File: src/rtl/sub3_inverse_serial.sv
// Bit-serial reconstruction A = R + B + C (mod 2^WIDTH), DIGIT bits per cycle, with wrap flag.
// Optional saturation on wrap enabled by defining SUB3_INV_SAT_EN.
module sub3_inverse_serial #(
  parameter int WIDTH  = 16,
  parameter int CWIDTH = 11,
  parameter int DIGIT  = 4
) (
  input  logic              clk,
  input  logic              rst,
  input  logic              in_valid,
  output logic              in_ready,
  input  logic [WIDTH-1:0]  in_r,
  input  logic [WIDTH-1:0]  in_b,
  input  logic [CWIDTH-1:0] in_c,
  output logic              out_valid,
  input  logic              out_ready,
  output logic [WIDTH-1:0]  out_a,
  output logic              out_ovf
);

  localparam int NDIG  = WIDTH / DIGIT;
  localparam int CNT_W = (NDIG > 1) ? $clog2(NDIG) : 1;
  localparam int SW    = DIGIT + 2;
  localparam logic [CNT_W-1:0] LAST = CNT_W'(NDIG - 1);

  generate
    if ((DIGIT < 1) || ((WIDTH % DIGIT) != 0) || (CWIDTH > WIDTH)) begin : g_param_check
      $error("sub3_inverse_serial: DIGIT must divide WIDTH and CWIDTH must not exceed WIDTH");
    end
  endgenerate

  typedef enum logic [1:0] {IDLE, RUN, DONE} state_t;
  state_t state, state_nxt;

  logic [WIDTH-1:0] r_sh, b_sh, c_sh, acc, acc_nxt, result_a;
  logic [CNT_W-1:0] cnt;
  logic [1:0]       carry;
  logic [SW-1:0]    dsum;
  logic             last_digit, wrap_nxt;

  assign last_digit = (cnt == LAST);

`ifdef SUB3_INV_SAT_EN
  function automatic logic [WIDTH-1:0] sat_a(input logic [WIDTH-1:0] sum, input logic wrap);
    return wrap ? {WIDTH{1'b1}} : sum;
  endfunction
`endif

  always_ff @(posedge clk) begin
    if (rst) state <= IDLE;
    else     state <= state_nxt;
  end

  always_comb begin
    state_nxt = state;
    in_ready  = 1'b0;
    out_valid = 1'b0;
    case (state)
      IDLE: begin
        in_ready = 1'b1;
        if (in_valid) state_nxt = RUN;
      end
      RUN:  if (last_digit) state_nxt = DONE;
      DONE: begin
        out_valid = 1'b1;
        if (out_ready) state_nxt = IDLE;
      end
      default: state_nxt = IDLE;
    endcase
  end

  // Digit sum is DIGIT+2 bits so a carry of up to 2 survives intact
  always_comb begin
    dsum     = SW'(r_sh[DIGIT-1:0]) + SW'(b_sh[DIGIT-1:0]) + SW'(c_sh[DIGIT-1:0]) + SW'(carry);
    wrap_nxt = (dsum[DIGIT+1:DIGIT] != 2'b00);
`ifdef SUB3_INV_SAT_EN
    result_a = sat_a(acc_nxt, wrap_nxt);
`else
    result_a = acc_nxt;
`endif
  end

  generate
    if (DIGIT == WIDTH) begin : g_single
      assign acc_nxt = dsum[DIGIT-1:0];
    end else begin : g_multi
      assign acc_nxt = {dsum[DIGIT-1:0], acc[WIDTH-1:DIGIT]};
    end
  endgenerate

  always_ff @(posedge clk) begin
    if (rst) begin
      cnt     <= '0;
      carry   <= 2'b00;
      out_a   <= '0;
      out_ovf <= 1'b0;
    end else begin
      case (state)
        IDLE: if (in_valid) begin
          r_sh  <= in_r;
          b_sh  <= in_b;
          c_sh  <= WIDTH'(in_c);
          carry <= 2'b00;
          cnt   <= '0;
        end
        RUN: begin
          r_sh  <= r_sh >> DIGIT;
          b_sh  <= b_sh >> DIGIT;
          c_sh  <= c_sh >> DIGIT;
          acc   <= acc_nxt;
          carry <= dsum[DIGIT+1:DIGIT];
          cnt   <= cnt + 1'b1;
          if (last_digit) begin
            out_a   <= result_a;
            out_ovf <= wrap_nxt;
          end
        end
        default: ;
      endcase
    end
  end

endmodule

File: config.mk
export PLATFORM = sky130hd
export DESIGN_NAME = sub3_inverse_serial
export DESIGN_NICKNAME = d
export VERILOG_FILES = /design/src/rtl/sub3_inverse_serial.sv
export SDC_FILE = /design/constraint.sdc
export NUM_CORES = 1
export LEC_CHECK = 0
export ABC_CLOCK_PERIOD_IN_PS = 6400
export CAP_MARGIN = 20
export CORE_MARGIN = 2
export CORE_UTILIZATION = 51
export DETAILED_ROUTE_END_ITERATION = 8
export GPL_ROUTABILITY_DRIVEN = 1
export PLACE_DENSITY_LB_ADDON = 0.25
export REMOVE_ABC_BUFFERS = 1
export SLEW_MARGIN = 0
export SYNTH_ARGS = -nofsm -noshare
export SYNTH_HDL_FRONTEND = slang
export SYNTH_SLANG_ARGS = --single-unit
File: constraint.sdc
create_clock -name clk -period 6.4 [get_ports clk]
set_input_delay 1.28 -clock clk [delete_from_list [all_inputs] [get_ports clk]]
set_output_delay 1.28 -clock clk [all_outputs]
set_load 0.005 [all_outputs]
==> impl_table.tex, run 1 <==
\begin{tabular}{lr}
\hline
Metric & Value \\
\hline
\multicolumn{2}{l}{\textbf{Worst setup path}} \\
Delay of the slowest cell on the worst path & 950 ps \\
Kind of cell adding the most delay to the critical path & simple AND/OR/NAND/NOR gates \\
Worst-case register-to-register setup slack & 3550 ps \\
Highest net fanout along the worst path & 26 \\
Arrival time at the worst endpoint & 3150 ps \\
Crit path cell chain & clkdlybuf4s50\_1 > nor2\_1 \\
Capturing element type of the critical path & flop \\
Standard cell with the maximum stage delay on the critical path & sky130\_fd\_sc\_hd\_\_nor2\_1 \\
Kind of critical path & primary input to flop \\
Bufs and invs on worst path & 1 \\
Crit path required time & 6370 ps \\
CP Launch Type & primary input \\
\multicolumn{2}{l}{\textbf{Pwr}} \\
Sum of internal, switching and leakage power & 1.10 mW \\
Leakage dissipation & 1.66 nW \\
Worst-case vdd ir drop & 0.000156 V \\
Total power density per cell area & 263 nW/um\^{}2 \\
\multicolumn{2}{l}{\textbf{Synthesis}} \\
Average footprint of a synthesized cell & 11.0 um\^{}2 \\
Most numerous cell in the Yosys netlist & sky130\_fd\_sc\_hd\_\_nand2\_1 \\
Sequential share of the synthesized area & 0.638 \\
Commonest register cell after synthesis & sky130\_fd\_sc\_hd\_\_edfxtp\_1 \\
Number of enable flip-flop cells after synthesis & 55 \\
Ranking of synthesized cells by instance count & sky130\_fd\_sc\_hd\_\_nand2\_1 (123), sky130\_fd\_sc\_hd\_\_edfxtp\_1 (55), sky130\_fd\_sc\_hd\_\_dfxtp\_1 (23) \\
Yosys Warn Count & 0 \\
Cell type contributing the most total cell area after synthesis & sky130\_fd\_sc\_hd\_\_edfxtp\_1 \\
Flip-flop and latch count after synthesis & 78 \\
Area of the mapped netlist & 3310 um\^{}2 \\
Top cells by area in the synthesized netlist & sky130\_fd\_sc\_hd\_\_edfxtp\_1 (50\%), sky130\_fd\_sc\_hd\_\_nand2\_1 (14\%), sky130\_fd\_sc\_hd\_\_dfxtp\_1 (14\%) \\
Share of Yosys cell area claimed by the top area cell type & 0.499 \\
Cell count after synthesis & 301 \\
Number of library cell types mapped by synthesis & 32 \\
Share of flip-flops with an asynchronous set or reset after synthesis & 0 \\
\multicolumn{2}{l}{\textbf{CTS}} \\
Post CTS Setup Buffer Count & 0 \\
Number of CTS-inserted buffers & 9 \\
H-tree depth & 3 \\
Later-pin clock latency in the skew report & 340 ps \\
Cell at the root of the clock tree & sky130\_fd\_sc\_hd\_\_clkbuf\_8 \\
Maximum root-to-sink buffer count & 2 \\
Post-CTS sizing & 0 \\
Register clock-pin slew on the reported worst setup and hold paths & 80 ps \\
Total of hold buffers inserted after clock tree synthesis & 0 \\
Clock tree from TritonCTS & built \\
Number of sinks on the clock net & 78 \\
\multicolumn{2}{l}{\textbf{Outcome}} \\
Result of the run & finished clean \\
\multicolumn{2}{l}{\textbf{Placement}} \\
Buffers added on ports & 65 \\
HPWL after detailed placement & 3.52 mm \\
Routability congestion estimate & 0.735 \\
Setup slack after placement & 2830 ps \\
\multicolumn{2}{l}{\textbf{STA}} \\
Hold slack final & 454 ps \\
Setup Viol. Count Final & 0 \\
Period Utilization, post-route & 0.497 \\
Worst Clk Skew & 8.10 ps \\
Period minus WS final & 3180 ps \\
Setup WS post-layout & 3220 ps \\
Count of final hold-check violations & 0 \\
Relative slew margins & 0.341 \\
Worst-margin pin slew & 986 ps \\
TNS Setup & 0 ps \\
Slew Viols, Final & 0 \\
Setup repair after global routing missed its margin & false \\
Peak clock frequency supported by timing & 314 MHz \\
\multicolumn{2}{l}{\textbf{Run}} \\
Max-cap viol count & 0 \\
\multicolumn{2}{l}{\textbf{Floorplan}} \\
Standard-cell row count & 29 \\
Vertical die dimension & 84.6 um \\
DIE AREA & 7150 um\^{}2 \\
Effective utilization at floorplan & 0.524 \\
Top-Level Pins & 66 \\
Die W & 84.6 um \\
Core outline area & 6310 um\^{}2 \\
\multicolumn{2}{l}{\textbf{Final layout}} \\
Layout cells sized above 1 & 0.0596 \\
\# nets final & 425 \\
Area occupied by registers & 2110 um\^{}2 \\
Combined area of the multi-input logic cells & 1070 um\^{}2 \\
Synth-to-Final Area Change & 26.4\% \\
Layout fillers & 535 \\
Number of antenna repair diodes & 0 \\
\multicolumn{2}{l}{\textbf{Route}} \\
Number of vias in the routed layout & 2,191 \\
Number of DRC markers in iteration 0 & 77 \\
Remaining number of nets flagged by the antenna check after routing & 0 \\
Total length of routed wires & 5.26 mm \\
Count of TritonRoute iterations in the first routing pass & 4 \\
Drt wl/cell & 11.8 um \\
Via density & 4.91 \\
Remaining design rule violation count & 0 \\
\multicolumn{2}{l}{\textbf{Global route}} \\
Maximum number of pins on one net before global-route repair & 49 \\
Global route total overflow & 0 \\
Global-route wire length before repair & 8.91 mm \\
Initial antenna violation count & 0 \\
Gr usage total & 0.159 \\
Via count of the first global-routing pass & 2,094 \\
\multicolumn{2}{l}{\textbf{Min path}} \\
Type of the worst min-delay path & flop to flop \\
\hline
\end{tabular}
==> cells in the final DEF (no fill, tap or decap) <==
cell type	count
sky130_fd_sc_hd__buf_4	1
sky130_fd_sc_hd__edfxtp_1	55
sky130_fd_sc_hd__nor2b_1	1
sky130_fd_sc_hd__nor2_2	1
sky130_fd_sc_hd__a21oi_1	18
sky130_fd_sc_hd__bufinv_16	2
sky130_fd_sc_hd__nor3_1	1
sky130_fd_sc_hd__dfxtp_1	23
sky130_fd_sc_hd__a311oi_1	1
sky130_fd_sc_hd__nor2_4	1
sky130_fd_sc_hd__a21o_1	2
sky130_fd_sc_hd__nand2_4	1
sky130_fd_sc_hd__nand2b_4	1
sky130_fd_sc_hd__nor2_1	9
sky130_fd_sc_hd__a21oi_2	1
sky130_fd_sc_hd__nand2b_1	1
sky130_fd_sc_hd__nand3b_1	1
sky130_fd_sc_hd__nor2b_4	1
sky130_fd_sc_hd__and2_1	12
sky130_fd_sc_hd__a2bb2oi_1	1
sky130_fd_sc_hd__o31ai_1	1
sky130_fd_sc_hd__inv_1	11
sky130_fd_sc_hd__a22oi_1	1
sky130_fd_sc_hd__clkbuf_8	9
sky130_fd_sc_hd__or2_2	1
sky130_fd_sc_hd__nor3_2	2
sky130_fd_sc_hd__clkinv_2	1
sky130_fd_sc_hd__clkbuf_1	1
sky130_fd_sc_hd__mux2i_1	1
sky130_fd_sc_hd__nand2_1	123
sky130_fd_sc_hd__xor2_1	2
sky130_fd_sc_hd__clkinv_1	3
sky130_fd_sc_hd__clkdlybuf4s50_1	65
sky130_fd_sc_hd__fa_1	6
sky130_fd_sc_hd__ha_1	8
==> routing by layer <==
metal	track usage	routed length (um)
met1	0.178	2250
met2	0.276	2590
met3	0.0492	316
met4	0.0750	97
met5	0	0
==> final cells by class <==
class                           count  area share
Tap cell                           77      0.0230
Inverter                           11     0.00987
Clock buffer                       10      0.0305
Multi-Input combinational cell    198       0.256
Timing Repair Buffer               66       0.157
Clock inverter                      6      0.0182
Sequential cell                    78       0.505
==> stage by stage <==
step                utilization  instance area [um^2]  std cells
CTS                       0.663                  4180        446
global placement          0.630                  3980        430
global route              0.663                  4180        446
finish                    0.663                  4180        446
detailed placement        0.630                  3980        430
floorplan                     -                  3220        287
==> where the power goes <==
group          internal [mW]  switching [mW]
Sequential             0.578         0.00987
Clock                  0.215           0.166
Combinational         0.0641          0.0675
Total                  0.857           0.243
==> cell families after synthesis <==
group	Yosys count	synth area share
compound gates	25	0.0442
xor+xnor	2	0.00529
fa+ha+maj	14	0.0665
buf+inv	25	0.0397
flops	78	0.638
mux	1	0.00302
simple gates	156	0.203
==> path summary, 6_finish.rpt <==
check                           cells after the start                     to             startpoint
worst max-delay path                                2       acc[8]$_DFFE_PP_                    rst
worst min-delay path                                2  out_a[2]$_SDFFE_PP0P_  out_a[2]$_SDFFE_PP0P_
worst max register to register                     10  carry[1]$_SDFFE_PP0P_      r_sh[1]$_DFFE_PP_
worst min register to register                      2  out_a[2]$_SDFFE_PP0P_  out_a[2]$_SDFFE_PP0P_
==> flip-flops by register name (all words and copies together), names as in the netlist <==
signal	flops
c_sh	11
out_a	16
cnt	2
r_sh	16
b_sh	16
out_ovf	1
state	2
acc	12
carry	2
==> worst reg2reg max path: stages (launching register included) <==
cell	delay, ps
sky130_fd_sc_hd__edfxtp_1	320
sky130_fd_sc_hd__inv_1	50
sky130_fd_sc_hd__fa_1	540
sky130_fd_sc_hd__inv_1	60
sky130_fd_sc_hd__fa_1	450
sky130_fd_sc_hd__ha_1	240
sky130_fd_sc_hd__fa_1	400
sky130_fd_sc_hd__a21o_1	190
sky130_fd_sc_hd__a21oi_1	210
sky130_fd_sc_hd__a2bb2oi_1	200
sky130_fd_sc_hd__nor2_1	50
(Power assumes the default switching activity.)
==> run 2, diff against run 1 <==
--- a/config.mk
+++ b/config.mk
@@ -5,10 +5,10 @@
 export SDC_FILE = /design/constraint.sdc
 export NUM_CORES = 1
 export LEC_CHECK = 0
-export ABC_CLOCK_PERIOD_IN_PS = 6400
+export ABC_CLOCK_PERIOD_IN_PS = 2900
 export CAP_MARGIN = 20
 export CORE_MARGIN = 2
-export CORE_UTILIZATION = 51
+export CORE_UTILIZATION = 46
 export DETAILED_ROUTE_END_ITERATION = 8
 export GPL_ROUTABILITY_DRIVEN = 1
 export PLACE_DENSITY_LB_ADDON = 0.25
==> constraint.sdc (replaced) <==
create_clock -name clk -period 2.9 [get_ports clk]
set_input_delay 0.58 -clock clk [delete_from_list [all_inputs] [get_ports clk]]
set_output_delay 0.58 -clock clk [all_outputs]
set_load 0.005 [all_outputs]
==> run 2 against run 1 <==
  * Worst setup slack worse by 3000 ps
  * Non-clock buffer count up 3
  * Die area up 10%
  * Design area up 0.93%
  * Register-to-register slack worse by 3400 ps
  * Flip-flop and latch count unchanged
  * Worst hold slack better by 0.81 ps
  * Cell count up 4.9%
  * Sequential share of layout area down 0.46 points
  * Critical path depth up 8
  * Largest cell class unchanged
==> impl_table.tex, run 2 (synthesized netlist as in run 1, its figures left out) <==
\begin{tabular}{lr}
\hline
Metric & Value \\
\hline
\multicolumn{2}{l}{\textbf{Worst setup path}} \\
Highest net fanout along the worst path & 2 (-92\%) \\
Critical path's most frequent cell & sky130\_fd\_sc\_hd\_\_fa\_1 \\
Crit path required time & 3120 ps (-3250 ps) \\
Crit path cell chain & inv\_1 > fa\_1 > inv\_1 > fa\_1 > ha\_1 > fa\_1 > a21o\_1 > a21oi\_2 > a2bb2oi\_1 > nor2\_1 \\
Bufs and invs on worst path & 2 (+1) \\
Delay of the slowest cell on the worst path & 520 ps (-430 ps) \\
Capturing element type of the critical path & flop \\
Kind of cell adding the most delay to the critical path & adder cells \\
Standard cell with the maximum stage delay on the critical path & sky130\_fd\_sc\_hd\_\_fa\_1 \\
CP Launch Type & flop \\
Arrival time at the worst endpoint & 2950 ps (-200 ps) \\
Kind of critical path & flop to flop \\
\multicolumn{2}{l}{\textbf{Final layout}} \\
Synth-to-Final Area Change & 27.6\% \\
Layout cells sized above 1 & 0.0726 (+0.0130) \\
\# nets final & 428 (+0.71\%) \\
Number of antenna repair diodes & 0 (unchanged) \\
Util after Layout & 0.615 (-0.0479) \\
Area occupied by registers & 2110 um\^{}2 (unchanged) \\
Commonest non-fill, non-tap cell in the layout & sky130\_fd\_sc\_hd\_\_nand2\_1 \\
Combined area of the multi-input logic cells & 1080 um\^{}2 (+0.35\%) \\
Highest-count cells in the layout ignoring fill and taps & sky130\_fd\_sc\_hd\_\_nand2\_1 (123), sky130\_fd\_sc\_hd\_\_clkdlybuf4s50\_1 (65), sky130\_fd\_sc\_hd\_\_edfxtp\_1 (55), sky130\_fd\_sc\_hd\_\_dfxtp\_1 (23), sky130\_fd\_sc\_hd\_\_a21oi\_1 (17) \\
Layout fillers & 577 (+7.9\%) \\
Cell Count, Final, Fillers Out & 468 (+4.9\%) \\
Largest registers & b\_sh (16), out\_a (16), r\_sh (16) \\
\multicolumn{2}{l}{\textbf{CTS}} \\
Cell at the root of the clock tree & sky130\_fd\_sc\_hd\_\_clkbuf\_8 \\
Total of hold buffers inserted after clock tree synthesis & 0 (unchanged) \\
Register clock-pin slew on the reported worst setup and hold paths & 70 ps (about the same) \\
Clock tree from TritonCTS & built \\
Number of sinks on the clock net & 78 (unchanged) \\
Post CTS Setup Buffer Count & 0 (unchanged) \\
Maximum root-to-sink buffer count & 2 (unchanged) \\
H-tree depth & 3 (unchanged) \\
Number of CTS-inserted buffers & 9 (unchanged) \\
Later-pin clock latency in the skew report & 330 ps (about the same) \\
\multicolumn{2}{l}{\textbf{Route}} \\
Remaining number of nets flagged by the antenna check after routing & 0 (unchanged) \\
Via density & 4.58 (-6.8\%) \\
Count of TritonRoute iterations in the first routing pass & 4 (unchanged) \\
Total length of routed wires & 5.26 mm (about the same) \\
Remaining design rule violation count & 0 (unchanged) \\
Number of DRC markers in iteration 0 & 47 (-39\%) \\
Drt wl/cell & 11.2 um (-4.8\%) \\
Number of vias in the routed layout & 2,142 (-2.2\%) \\
\multicolumn{2}{l}{\textbf{Global route}} \\
Global-route wire length before repair & 8.73 mm (-2.0\%) \\
Gr usage total & 0.144 (-0.0152) \\
Via count of the first global-routing pass & 2,041 (-2.5\%) \\
Global route total overflow & 0 (unchanged) \\
Maximum number of pins on one net before global-route repair & 49 (unchanged) \\
Initial antenna violation count & 0 (unchanged) \\
\multicolumn{2}{l}{\textbf{Run}} \\
Max-cap viol count & 0 (unchanged) \\
\multicolumn{2}{l}{\textbf{Floorplan}} \\
Standard-cell row count & 30 (+3.4\%) \\
Die W & 88.8 um (+5.0\%) \\
Effective utilization at floorplan & 0.482 (-0.0424) \\
Top-Level Pins & 66 (unchanged) \\
Vertical die dimension & 88.8 um (+5.0\%) \\
Core outline area & 6870 um\^{}2 (+8.8\%) \\
DIE AREA & 7890 um\^{}2 (+10\%) \\
\multicolumn{2}{l}{\textbf{Placement}} \\
HPWL after detailed placement & 3.54 mm (+0.61\%) \\
Count of placed standard cells including taps & 452 (+5.1\%) \\
Buffers added on ports & 65 (unchanged) \\
Setup slack after placement & 123 ps (-2710 ps) \\
Routability congestion estimate & 0.712 (-3.2\%) \\
\multicolumn{2}{l}{\textbf{STA}} \\
Setup Viol. Count Final & 0 (unchanged) \\
Period Utilization, post-route & 0.940 \\
Worst Clk Skew & 7.51 ps (-0.595 ps) \\
Worst-margin pin slew & 477 ps (-508 ps) \\
Slew Viols, Final & 0 (unchanged) \\
Peak clock frequency supported by timing & 367 MHz \\
TNS Setup & 0 ps (unchanged) \\
Setup WS post-layout & 174 ps (-3050 ps) \\
Relative slew margins & 0.682 (+0.341) \\
Count of final hold-check violations & 0 (unchanged) \\
Setup repair after global routing missed its margin & false \\
Period minus WS final & 2730 ps \\
\multicolumn{2}{l}{\textbf{Pwr}} \\
Total power density per cell area & 554 nW/um\^{}2 (+110\%) \\
Worst-case vdd ir drop & 0.000268 V (+72\%) \\
Leakage dissipation & 1.67 nW (+0.71\%) \\
Sum of internal, switching and leakage power & 2.34 mW (+110\%) \\
\multicolumn{2}{l}{\textbf{Min path}} \\
Type of the worst min-delay path & flop to flop \\
\multicolumn{2}{l}{\textbf{Outcome}} \\
Result of the run & finished clean \\
\hline
\end{tabular}
## run 2: report_power, final
part | total [mW] | internal [mW] | switching (mW) | leakage (nW)
Sequential | 1.30 | 1.28 | 0.0221 | 0.711
Combinational | 0.296 | 0.148 | 0.149 | 0.868
Clock | 0.745 | 0.388 | 0.358 | 0.0949
Total | 2.34 | 1.81 | 0.529 | 1.67
## run 2: cell type report
type,instances,area share
clock buffer,10,0.0302
clock inverter,6,0.0124
inverter,11,0.00978
multi-input combinational,198,0.255
sequential,78,0.500
tap,96,0.0284
timing repair buffer,69,0.164
## run 2: path summary, 6_finish.rpt
check,startpoint,to,slack (ps),cells after the start
worst max register to register,r_sh[1]$_DFFE_PP_,carry[1]$_SDFFE_PP0P_,170,10
worst min register to register,acc[13]$_DFFE_PP_,acc[9]$_DFFE_PP_,450,0
worst max-delay path,r_sh[1]$_DFFE_PP_,carry[1]$_SDFFE_PP0P_,170,10
worst min-delay path,acc[13]$_DFFE_PP_,acc[9]$_DFFE_PP_,450,0
## run 2: routing by layer
layer / wire [um] / share of wire / GRT usage / vias to the layer above
met4: 72 / 0.014 / 0.0661 / 0
met5: 0 / 0 / 0 / -
met1: 2340 / 0.44 / 0.180 / 961
met2: 2580 / 0.49 / 0.231 / 55
met3: 268 / 0.051 / 0.0401 / 7
li1: - / - / - / 1119
## run 2: metrics by stage
stage                     hold WS (ps)  cell area [um^2]
after floorplan                    426              3220
after global placement             429              4040
after detailed placement           434              4040
after CTS                          459              4220
after global routing               469              4220
final                              455              4220
## run 2: timing repair
item / CTS / global route
hold endpoints to repair: 0 / 0
setup endpoints to repair: 0 / 1
gates resized for setup: 0 / 1
## run 2: worst reg2reg max path: stages, from the launching register on
cell and delay, ps:
sky130_fd_sc_hd__edfxtp_1 320, sky130_fd_sc_hd__inv_1 50, sky130_fd_sc_hd__fa_1 520, sky130_fd_sc_hd__inv_1 50
sky130_fd_sc_hd__fa_1 450, sky130_fd_sc_hd__ha_1 230, sky130_fd_sc_hd__fa_1 400, sky130_fd_sc_hd__a21o_1 210
sky130_fd_sc_hd__a21oi_2 150, sky130_fd_sc_hd__a2bb2oi_1 180, sky130_fd_sc_hd__nor2_1 50
